### config.mk
export PLATFORM = sky130hd
export DESIGN_NAME = uart_rx_8n1_flat
export DESIGN_NICKNAME = d
export VERILOG_FILES = /design/src/rtl/uart_rx_8n1_if.sv /design/src/rtl/uart_rx_8n1.sv /design/src/flat_wrapper.sv
export SDC_FILE = /design/constraint.sdc
export NUM_CORES = 1
export LEC_CHECK = 0
export BUFFER_PORTS_ARGS = -buffer_cell sky130_fd_sc_hd__buf_2
export CAP_MARGIN = 5
export CORE_UTILIZATION = 52
export DETAILED_ROUTE_END_ITERATION = 7
export PLACE_DENSITY = 0.74
export SYNTH_ARGS = -nofsm -noshare
export SYNTH_HDL_FRONTEND = slang
export SYNTH_SLANG_ARGS = --single-unit
export TNS_END_PERCENT = 5
### constraint.sdc
create_clock -name clk -period 1.82 [get_ports clk]
set_clock_uncertainty 0.15 [all_clocks]
set_input_delay 0.364 -clock clk [delete_from_list [all_inputs] [get_ports clk]]
set_output_delay 0.364 -clock clk [all_outputs]
set_load 0.03 [all_outputs]
### src/rtl/uart_rx_8n1_if.sv
// Byte-side handshake and status of the 8N1 receiver.
// master = receiver, slave = consumer.
interface uart_rx_8n1_if;
    logic [7:0] rx_data;
    logic       rx_valid;
    logic       rx_ready;
    logic       frame_err;
    logic       overrun;
    logic       busy;

    modport master (
        output rx_data, rx_valid, frame_err, overrun, busy,
        input  rx_ready
    );

    modport slave (
        input  rx_data, rx_valid, frame_err, overrun, busy,
        output rx_ready
    );
endinterface

### src/rtl/uart_rx_8n1.sv
// 8N1 UART receiver: start-bit mid-check, LSB-first data, stop check,
// one-entry valid/ready holding register with framing/overrun pulses.
module uart_rx_8n1 #(
    parameter int CLKS_PER_BIT = 1250
) (
    input  logic          clk,
    input  logic          resetn,
    input  logic          rx,
    uart_rx_8n1_if.master bus
);
    localparam int HALF = CLKS_PER_BIT / 2;
    localparam int CW   = $clog2(CLKS_PER_BIT);
    localparam logic [CW-1:0] HALF_LAST = CW'(HALF - 1);
    localparam logic [CW-1:0] BIT_LAST  = CW'(CLKS_PER_BIT - 1);

    typedef enum logic [2:0] {IDLE, START, DATA, STOP, BREAK} state_t;

    state_t        state, state_n;
    logic          sync1, rx_s;
    logic [CW-1:0] cnt;
    logic [2:0]    bit_idx;
    logic [7:0]    shreg;
    logic [7:0]    data_q;
    logic          valid_q, ferr_q, ovr_q;

    logic half_done, bit_done;
    logic cnt_clr, shift_en, commit, ferr_set, busy_c;

    assign half_done = (cnt == HALF_LAST);
    assign bit_done  = (cnt == BIT_LAST);

    // Two-flop synchroniser; idles high so reset never looks like a start bit.
    always_ff @(posedge clk or negedge resetn) begin
        if (!resetn) begin
            sync1 <= 1'b1;
            rx_s  <= 1'b1;
        end else begin
            sync1 <= rx;
            rx_s  <= sync1;
        end
    end

    always_ff @(posedge clk or negedge resetn) begin
        if (!resetn) state <= IDLE;
        else         state <= state_n;
    end

    always_comb begin
        state_n = state;
        case (state)
            IDLE:    if (!rx_s) state_n = START;
            START:   if (half_done) state_n = rx_s ? IDLE : DATA;
            DATA:    if (bit_done && bit_idx == 3'd7) state_n = STOP;
            STOP:    if (bit_done) state_n = rx_s ? IDLE : BREAK;
            BREAK:   if (rx_s) state_n = IDLE;
            default: state_n = IDLE;
        endcase
    end

    always_comb begin
        busy_c   = (state != IDLE);
        cnt_clr  = 1'b0;
        shift_en = 1'b0;
        commit   = 1'b0;
        ferr_set = 1'b0;
        case (state)
            IDLE:    cnt_clr = 1'b1;
            START:   cnt_clr = half_done;
            DATA: begin
                cnt_clr  = bit_done;
                shift_en = bit_done;
            end
            STOP: begin
                cnt_clr  = bit_done;
                commit   = bit_done &&  rx_s;
                ferr_set = bit_done && !rx_s;
            end
            BREAK:   cnt_clr = 1'b1;
            default: cnt_clr = 1'b1;
        endcase
    end

    always_ff @(posedge clk or negedge resetn) begin
        if (!resetn) begin
            cnt     <= '0;
            bit_idx <= '0;
            shreg   <= '0;
        end else begin
            cnt <= cnt_clr ? '0 : cnt + CW'(1);
            if (state == START) bit_idx <= '0;
            else if (shift_en)  bit_idx <= bit_idx + 3'd1;
            if (shift_en) shreg[bit_idx] <= rx_s;
        end
    end

    // A commit lands if the register is empty or being drained this cycle.
    always_ff @(posedge clk or negedge resetn) begin
        if (!resetn) begin
            data_q  <= '0;
            valid_q <= 1'b0;
            ferr_q  <= 1'b0;
            ovr_q   <= 1'b0;
        end else begin
            ferr_q <= ferr_set;
            ovr_q  <= commit && valid_q && !bus.rx_ready;
            if (commit && (!valid_q || bus.rx_ready)) begin
                data_q  <= shreg;
                valid_q <= 1'b1;
            end else if (valid_q && bus.rx_ready) begin
                valid_q <= 1'b0;
            end
        end
    end

    assign bus.rx_data   = data_q;
    assign bus.rx_valid  = valid_q;
    assign bus.frame_err = ferr_q;
    assign bus.overrun   = ovr_q;
    assign bus.busy      = busy_c;
endmodule

### src/flat_wrapper.sv
// flat-port wrapper written by rule: the top's interface ports become plain ports
module uart_rx_8n1_flat 
#(
    parameter int CLKS_PER_BIT = 1250
)
  (clk, resetn, rx, bus_rx_data, bus_rx_valid, bus_frame_err, bus_overrun, bus_busy, bus_rx_ready);
  uart_rx_8n1_if bus_i ();
  input  logic clk;
  input  logic resetn;
  input  logic rx;
  output wire logic [$bits(bus_i.rx_data)-1:0] bus_rx_data;
  output wire logic [$bits(bus_i.rx_valid)-1:0] bus_rx_valid;
  output wire logic [$bits(bus_i.frame_err)-1:0] bus_frame_err;
  output wire logic [$bits(bus_i.overrun)-1:0] bus_overrun;
  output wire logic [$bits(bus_i.busy)-1:0] bus_busy;
  input wire logic [$bits(bus_i.rx_ready)-1:0] bus_rx_ready;
  assign bus_rx_data = bus_i.rx_data;
  assign bus_rx_valid = bus_i.rx_valid;
  assign bus_frame_err = bus_i.frame_err;
  assign bus_overrun = bus_i.overrun;
  assign bus_busy = bus_i.busy;
  assign bus_i.rx_ready = bus_rx_ready;
  uart_rx_8n1 #(.CLKS_PER_BIT(CLKS_PER_BIT)) u_core (.clk(clk), .resetn(resetn), .rx(rx), .bus(bus_i));
endmodule
==> results of run 1 <==
## power by group
group | internal (mW) | total, mW | leakage (nW) | switching [mW]
clock | 0.320 | 0.583 | 0.0443 | 0.264
sequential | 0.848 | 0.849 | 0.509 | 0.00152
combinational | 0.0106 | 0.0322 | 0.579 | 0.0216
## critical path, stage by stage, from the launching register on
cell     delay, ps
dfrtp_1        410
buf_6          130
or3_4          380
buf_6          140
## cell type report
| type | instances | area, µm² |
|---|---|---|
| Clock buffer | 6 | 51.3 |
| Tap cell | 46 | 57.6 |
| Inverter | 4 | 15.0 |
| Sequential cell | 38 | 953 |
| Multi-Input combinational cell | 119 | 930 |
| Timing Repair Buffer | 49 | 365 |
| Fill cell | 272 | 961 |
| Clock inverter | 1 | 30.0 |
## worst max path at each step
stage | from | to | slack [ps]
after floorplan | u_core.cnt[9]$_DFF_PN0_ | u_core.shreg[2]$_DFFE_PN0P_ | -100
after global placement | u_core.cnt[9]$_DFF_PN0_ | u_core.shreg[2]$_DFFE_PN0P_ | 3
after detailed placement | u_core.cnt[1]$_DFF_PN0_ | u_core.shreg[6]$_DFFE_PN0P_ | -60
after CTS | u_core.state[2]$_DFFE_PN0P_ | bus_busy | -90
after global routing | u_core.state[1]$_DFFE_PN0P_ | bus_busy | -120
final | u_core.state[1]$_DFFE_PN0P_ | bus_busy | -80
## through the flow
stage / worst slack [ps] / utilization (%) / power (mW)
3_5_place_dp: -61.3 / 65.6 / 0.896
2_1_floorplan: -97.6 / - / 0.870
5_1_grt: -123 / 71.4 / 1.52
3_3_place_gp: 3.48 / 65.6 / 0.894
6_report: -83.0 / 71.4 / 1.47
4_1_cts: -90.3 / 69.9 / 1.48
## cell usage in the layout (no fill, tap or decap), types with 2 or more instances in the layout
cell	n
nand2b_1	4
buf_4	28
mux2_2	8
clkbuf_4	5
ha_1	4
a22oi_1	2
nor4_2	6
dfrtp_1	36
dlygate4sd3_1	2
nand2_1	10
nand4_1	3
xnor2_1	7
buf_2	14
nand3_1	5
inv_1	3
buf_6	4
xor2_1	2
mux2_1	8
a21oi_1	2
nand4b_1	2
dfstp_2	2
nand3b_1	2
o21ai_0	5
nor3_1	5
nor2_1	23
## flip-flops by register name (all words and copies together), names as in the netlist
register              count
u_core.bus.overrun        1
u_core.rx_s               1
u_core.cnt               11
u_core.sync1              1
u_core.shreg              8
u_core.bit_idx            3
u_core.bus.rx_valid       1
u_core.bus.rx_data        8
u_core.state              3
u_core.bus.frame_err      1
## kinds of logic (layout without fill, tap and decap cells)
logic type	Yosys count	count (layout)	share of synthesized area [%]
and+or+nand+nor	74	74	22.8
muxes	16	16	9.76
adders and majority gates	5	5	3.39
AOI/OAI and AO/OA	15	15	5.36
xor gates and xnor gates	9	9	4.27
buffers and inverters	12	60	2.71
DFF	38	38	51.7
## layer usage
metal / GRT usage [%] / share of wire, % / routed length (µm)
met3: 4.83 / 3.4 / 132
met2: 37.3 / 51 / 1990
met5: 0 / 0 / 0
met4: 9.52 / 2.1 / 82
met1: 32.6 / 44 / 1710
## timing repair
action,CTS,global route
pin swaps,1,1
gates resized for setup,5,9
setup buffers,4,1
setup endpoints to repair,17,28
cloned,0,0
hold buffers,2,0
endpoints found under the hold margin,20,0
==> impl_metrics.tcl, run 1 <==
set metrics [dict create \
    clk_latency_ps 350 \
    required_ps 1310 \
    syn_to_final_growth_pct 30.2 \
    synth.most_common_cell "dfrtp_1" \
    dp_hpwl_um 2850 \
    grt_max_degree 24 \
    row_count 21 \
    rr_startpoint "u_core.cnt[9]$_DFF_PN0_" \
    synth_seq_area_share_pct 51.7 \
    drt_iter0_markers 153 \
    endpoint_kind "primary output" \
    grt_pass1_vias 1456 \
    grt_pass1_wl_um 6490 \
    drc 0 \
    fin_ws_ps -83.0 \
    synth-async-reset-ratio_pct 100 \
    tritoncts "yes" \
    dr.pass1.iters 4 \
    critPathLaunchType "flop" \
    instances_no_fill 263 \
    cts.sinks 38 \
    outcome "finished, violations left" \
    die_x_um 61.6 \
    synth_fp_nets 178 \
    timing.slew.headroom_pct 67.1 \
    hp-class "reg2reg" \
    place_area_um2 2200 \
    yosys.area.top_type "dfrtp_1" \
    ir_worst_vdd_v 0.000541 \
    yosys_most_used_dff "dfrtp_1" \
    coreArea_um2 3360 \
    clock.fmax_mhz 525 \
    tns_ps -98.6 \
    power.density_nw_per_um2 610 \
    p_leak_nw 1.13 \
    worst_slew_pin_slew_ps 493 \
    antenna_found_initial 0 \
    postRouteAntennaNets 0 \
    diodes 0 \
    hold_depth 0 \
    wl_per_cell_um 14.9 \
    r2r_cells 5 \
    ys_warn_count 0 \
    ys_seq_elements 38 \
    min_from "u_core.sync1$_DFF_PN1_" \
    htree_levels 2 \
    min_period_over_period_pct 105 \
    vias 1454 \
    die-area_um2 3790 \
    gp_congestion 0.860 \
    port_buffers 15 \
    fin_hold_ws_ps 214 \
    wirelength_um 3920 \
    synth_cell_types 38 \
    grt_use_total_pct 23.9 \
    drive_gt1_share_pct 37.8 \
    clockBufferDepth 2 \
    period_minus_slack_ps 1900 \
    vias_per_cell 5.53 \
    synth_top_area_share_pct 48.8 \
    synth-edff-count 0 \
    drv_slew 0 \
    hold_viol_final 0 \
    reg2reg_setup_slack_ps -20 \
    synth_commonest_cells "36 x dfrtp_1, 23 x nor2_1, 10 x nand2_1" \
    syn_area_um2 1850 \
    criticalPathCategory "reg2out" \
    io_pins 16 \
    synth_area_per_cell_um2 10.9 \
    path_clk_slew_ps 100 \
    max-cap-violations 0 \
    path_max_fanout 3 \
    postLayoutCellArea_um2 2400 \
    setup_violations 2 \
    rsz0062_at_grt "true" \
    cts-buffers-inserted 5 \
    root_buffer "clkbuf_4" \
    yosys-top-cells-area "dfrtp_1 49%, mux2_1 4.9%, mux2_2 4.9%" \
    arrival_ps 1390 \
    grt_overflow 0 \
    r2r_end "u_core.shreg[6]$_DFFE_PN0P_" \
    place_inst 249 \
    fp.dieH_um 61.6 \
    synthCells 169 \
    initial_core_util_pct 54.9 \
    hold_end "u_core.rx_s$_DFF_PN1_" \
    failed_checks "setup timing" \
    finalNetCount 226 \
]
Power figures use the tool's default switching activity.
==> run 2, diff against run 1 <==
==> constraint.sdc (replaced) <==
create_clock -name clk -period 1.82 [get_ports clk]
set_clock_uncertainty 0.15 [all_clocks]
set_input_delay 0.273 -clock clk [delete_from_list [all_inputs] [get_ports clk]]
set_output_delay 0.273 -clock clk [all_outputs]
set_load 0.03 [all_outputs]
==> run 2 against run 1 <==
The flow still finishes with violations (setup timing). Die area unchanged. Hold slack worse by 110 ps. Register-to-register slack worse by 20 ps. Combinational power up 2%. Largest cell class unchanged.
==> impl_metrics.tcl, run 2 (synthesized netlist as in run 1, its figures left out) <==
set metrics [dict create \
    vias_per_cell 5.61 \
    ir_worst_vdd_v 0.000492 \
    drv_slew 0 \
    path_clk_slew_ps 120 \
    htree_levels 2 \
    antenna_found_initial 0 \
    worst_slew_pin_slew_ps 465 \
    hold_viol_final 0 \
    die_x_um 61.6 \
    postRouteAntennaNets 0 \
    grt_overflow 0 \
    dr.pass1.iters 4 \
    port_buffers 15 \
    grt_pass1_wl_um 6500 \
    tritoncts "yes" \
    p_total_mw 1.34 \
    dp_hpwl_um 3090 \
    gp_congestion 0.869 \
    cp_top_family "flip-flops" \
    largest_reg_flops 11 \
    hp-class "in2reg" \
    outcome "finished, violations left" \
    row_count 21 \
    crit_buf_inv 2 \
    drc 0 \
    die-area_um2 3790 \
    io_pins 16 \
    fin_ws_ps -52.4 \
    p_leak_nw 1.11 \
    slowest_stage "dfrtp_1" \
    final_common_cell "dfrtp_1" \
    fp.dieH_um 61.6 \
    grt_use_total_pct 24.6 \
    cts-buffers-inserted 5 \
    period_minus_slack_ps 1870 \
    critPathMaxStageDelay_ps 410 \
    crit_chain "buf_6, or3_1, buf_4" \
    syn_to_final_growth_pct 25.3 \
    max-cap-violations 0 \
    drt_iter0_markers 126 \
    required_ps 1400 \
    regMostFlops "u_core.cnt" \
    arrival_ps 1450 \
    critPathLaunchType "flop" \
    grt_max_degree 22 \
    drive_gt1_share_pct 33.3 \
    min_period_over_period_pct 103 \
    most-common-layout-cells "36 x dfrtp_1, 25 x buf_4, 23 x nor2_1" \
    failed_checks "setup timing" \
    clk_latency_ps 340 \
    wirelength_um 4070 \
    rsz0062_at_grt "true" \
    timing.slew.headroom_pct 69.0 \
    initial_core_util_pct 54.9 \
    grt_pass1_vias 1391 \
    criticalPathCategory "reg2out" \
    power.density_nw_per_um2 578 \
    finalNetCount 221 \
    post-route-util_pct 68.8 \
    seq_area_um2 953 \
    n_fill_cell 280 \
    endpoint_kind "primary output" \
    multi_input_area_um2 906 \
    clock.fmax_mhz 534 \
    vias 1452 \
    cts.sinks 38 \
    coreArea_um2 3360 \
    diodes 0 \
    setup_violations 8 \
    wl_per_cell_um 15.7 \
    path_max_fanout 20 \
    root_buffer "clkbuf_4" \
    clockBufferDepth 2 \
]
[run 2: final timing paths]
path / from / end / slack, ps / cells past startpoint
max: u_core.state[0]$_DFFE_PN0P_ / bus_busy / -50 / 3
min: bus_rx_ready / u_core.bus.overrun$_DFF_PN0_ / 110 / 3
max reg2reg: u_core.cnt[9]$_DFF_PN0_ / u_core.shreg[3]$_DFFE_PN0P_ / -40 / 5
min reg2reg: u_core.sync1$_DFF_PN1_ / u_core.rx_s$_DFF_PN1_ / 220 / 0
max in group asynchronous: resetn / u_core.rx_s$_DFF_PN1_ / 690 / 3
min in group asynchronous: resetn / u_core.shreg[2]$_DFFE_PN0P_ / 240 / 2
[run 2: final cells by class]
class / instances / share of cell area, %
Clock buffer: 7 / 2.38
Tap cell: 46 / 2.49
Clock inverter: 1 / 0.216
Multi-Input combinational cell: 119 / 39.2
Timing Repair Buffer: 44 / 13.9
Sequential cell: 38 / 41.2
Inverter: 4 / 0.649
[run 2: layer usage]
layer | vias up | GRT usage, % | part of all wire [%]
met1 | 716 | 32.5 | 44
met5 | - | 0 | 0
met3 | 9 | 5.04 | 4.1
met4 | 0 | 11.1 | 1.9
li1 | 685 | - | -
met2 | 42 | 39.0 | 50
[run 2: where the power goes]
part | internal [mW] | leakage (nW) | switching, mW
Sequential | 0.848 | 0.509 | 0.00128
Combinational | 0.0107 | 0.567 | 0.0220
Clock | 0.187 | 0.0353 | 0.267
[run 2: through the flow]
stage	hold WS, ps	cell area (µm²)	instances	setup TNS (ps)	worst slack (ps)
final	107	2310	259	-177	-52.4
after global routing	116	2310	259	-1730	-132
after CTS	104	2310	259	-256	-59.1
after detailed placement	91.7	2200	249	-696	-128
after global placement	77.5	2200	249	0	5.54
after floorplan	-173	1890	169	-450	-97.6
[run 2: repair_timing]
action / 4_1_cts / 5_1_grt
hold buffers: 2 / 0
endpoints found under the hold margin: 19 / 0
buffers inserted: 0 / 0
resized for setup: 8 / 0
pin swaps: 0 / 1
setup endpoints to repair: 17 / 28
[run 2: worst register-to-register path: cells and delay by family, from the launching register on]
kind / cells / cell delay, ps
AND/OR/NAND/NOR: 3 / 640
flip-flops: 1 / 430
buffers and inverters: 1 / 170
multiplexers: 1 / 350
==> run 3, diff against run 2 <==
--- a/config.mk
+++ b/config.mk
@@ -5,11 +5,12 @@
 export SDC_FILE = /design/constraint.sdc
 export NUM_CORES = 1
 export LEC_CHECK = 0
+export ABC_AREA = 1
 export BUFFER_PORTS_ARGS = -buffer_cell sky130_fd_sc_hd__buf_2
 export CAP_MARGIN = 5
-export CORE_UTILIZATION = 52
+export CORE_UTILIZATION = 53
 export DETAILED_ROUTE_END_ITERATION = 7
-export PLACE_DENSITY = 0.74
+export PLACE_DENSITY = 0.75
 export SYNTH_ARGS = -nofsm -noshare
 export SYNTH_HDL_FRONTEND = slang
 export SYNTH_SLANG_ARGS = --single-unit
==> run 3 against run 2 <==
The run now ends clean. Sequential power up 0.5%. Clock-buffer cell count decreased by 1. Critical path type unchanged. Area after synthesis increased by 4.9%. Sequential share of layout area rose by 0.75 points. Clock power up 62%.
==> impl_metrics.tcl, run 3 <==
set metrics [dict create \
    synth.most_common_cell "nand2_1" \
    drv_slew 0 \
    grt_pass1_vias 1491 \
    setup_violations 0 \
    die-area_um2 3900 \
    ys_seq_elements 38 \
    synth_commonest_cells "83 x nand2_1, 36 x dfrtp_1, 34 x nor2_1" \
    cts-buffers-inserted 5 \
    hp-class "reg2reg" \
    yosys_most_used_dff "dfrtp_1" \
    arrival_ps 1310 \
    crit_buf_inv 2 \
    required_ps 1400 \
    synth_area_per_cell_um2 7.87 \
    grt_use_total_pct 21.3 \
    power.density_nw_per_um2 714 \
    clk_latency_ps 340 \
    period_minus_slack_ps 1730 \
    initial_core_util_pct 56.7 \
    place_area_um2 2100 \
    slowest_stage "dfrtp_1" \
    criticalPathCategory "reg2out" \
    max-cap-violations 0 \
    path_clk_slew_ps 110 \
    cp.depth 4 \
    die_x_um 62.5 \
    place_inst 309 \
    grt_overflow 0 \
    ir_worst_vdd_v 0.000397 \
    p_total_mw 1.62 \
    hold_viol_final 0 \
    clockBufferDepth 2 \
    rr_startpoint "u_core.cnt[1]$_DFF_PN0_" \
    synth_seq_area_share_pct 49.2 \
    htree_levels 2 \
    grt_pass1_wl_um 6520 \
    path_max_fanout 5 \
    critPathMaxStageDelay_ps 460 \
    drt_iter0_markers 149 \
    fp.dieH_um 62.5 \
    dp_hpwl_um 2650 \
    io_pins 16 \
    postLayoutCellArea_um2 2270 \
    antenna_found_initial 0 \
    wl_per_cell_um 11.4 \
    startpoint "u_core.state[0]$_DFFE_PN0P_" \
    timing.slew.headroom_pct 70.3 \
    coreArea_um2 3420 \
    syn_area_um2 1940 \
    cp_top_family "flip-flops" \
    largest_reg_flops 11 \
    syn_to_final_growth_pct 17.2 \
    synth-async-reset-ratio_pct 100 \
    min_period_over_period_pct 95.0 \
    wirelength_um 3660 \
    yosys-top-cells-area "dfrtp_1 47%, nand2_1 16%, nor2_1 6.6%" \
    synthCells 246 \
    vias 1639 \
    tns_ps 0 \
    dpl_worst_slack_ps 138 \
    synth_fp_nets 255 \
    post-route-util_pct 66.5 \
    dr.pass1.iters 4 \
    postRouteAntennaNets 0 \
    drive_gt1_share_pct 17.4 \
    synth-edff-count 0 \
    root_buffer "clkbuf_4" \
    min_from "u_core.sync1$_DFF_PN1_" \
    most-common-layout-cells "83 x nand2_1, 36 x dfrtp_1, 33 x nor2_1" \
    clock.fmax_mhz 578 \
    p_leak_nw 1.21 \
    drc 0 \
    final_common_cell "nand2_1" \
    endpoint_kind "primary output" \
    finalNetCount 284 \
    regMostFlops "u_core.cnt" \
    instances_no_fill 322 \
    gp_congestion 0.917 \
    yosys.area.top_type "dfrtp_1" \
    rsz0062_at_grt "true" \
    fin_hold_ws_ps 214 \
    vias_per_cell 5.09 \
    outcome "completed" \
    tritoncts "yes" \
    row_count 21 \
    ys_warn_count 0 \
    grt_max_degree 22 \
    synth_top_area_share_pct 46.5 \
    r2r_cells 10 \
    port_buffers 15 \
    critPathLaunchType "flop" \
    worst_slew_pin_slew_ps 446 \
    synth_cell_types 25 \
    crit_chain "nor2_2, buf_4, nand2_1, buf_2" \
    cts.sinks 38 \
    diodes 0 \
    hold_depth 0 \
    fin_ws_ps 90.6 \
]
==> run 3: cell count changes after synthesis, moves of 9 or more <==
cell,change
inv_1,+16
nand2_1,+73
nand3_1,+20
nand4_1,+9
nor2_1,+11
==> run 3: cell type report <==
class                   count  area, µm²
fillers                   301       1140
well taps                  46       57.6
clock inverters             2       60.1
clock buffers               6       51.3
multi-input cells         178        861
inverters                  26        100
flip-flops and latches     38        953
repair buffers             26        188
==> run 3: metal layers <==
metal / wire length [µm] / global-route usage, % / vias up
met2: 1630 / 31.4 / 40
met5: 0 / 0 / -
met1: 1830 / 30.4 / 759
met3: 156 / 4.56 / 5
li1: - / - / 835
met4: 44 / 8.72 / 0
==> run 3: cells by family (layout without fill, tap and decap cells) <==
| logic type | count (synthesis) | in the layout | share of synthesized area, % |
|---|---|---|---|
| simple gates | 164 | 164 | 37.6 |
| flops | 38 | 38 | 49.2 |
| buf+inv | 30 | 60 | 6.46 |
| xor+xnor | 6 | 6 | 2.71 |
| fa+ha+maj | 5 | 5 | 3.23 |
| compound gates | 3 | 3 | 0.775 |
==> run 3: final timing paths <==
| check | slack [ps] | to |
|---|---|---|
| setup / recovery | 90 | bus_busy |
| hold / removal | 210 | u_core.rx_s$_DFF_PN1_ |
| setup reg to reg | 130 | u_core.shreg[6]$_DFFE_PN0P_ |
| hold reg to reg | 210 | u_core.rx_s$_DFF_PN1_ |
| max in group asynchronous | 820 | u_core.bus.rx_data[5]$_DFFE_PN0P_ |
| min in group asynchronous | 250 | u_core.cnt[4]$_DFF_PN0_ |
==> run 3: timing repair <==
item | CTS | global route
endpoints found under the hold margin | 16 | 0
gates resized for setup | 0 | 2
hold buffers | 2 | 0
setup buffers | 0 | 3
setup endpoints to repair | 0 | 13
==> run 3: power by group <==
| part | internal, mW | switching [mW] |
|---|---|---|
| Clock | 0.465 | 0.274 |
| Combinational | 0.0103 | 0.0197 |
| Sequential | 0.848 | 0.00444 |
| Total | 1.32 | 0.298 |
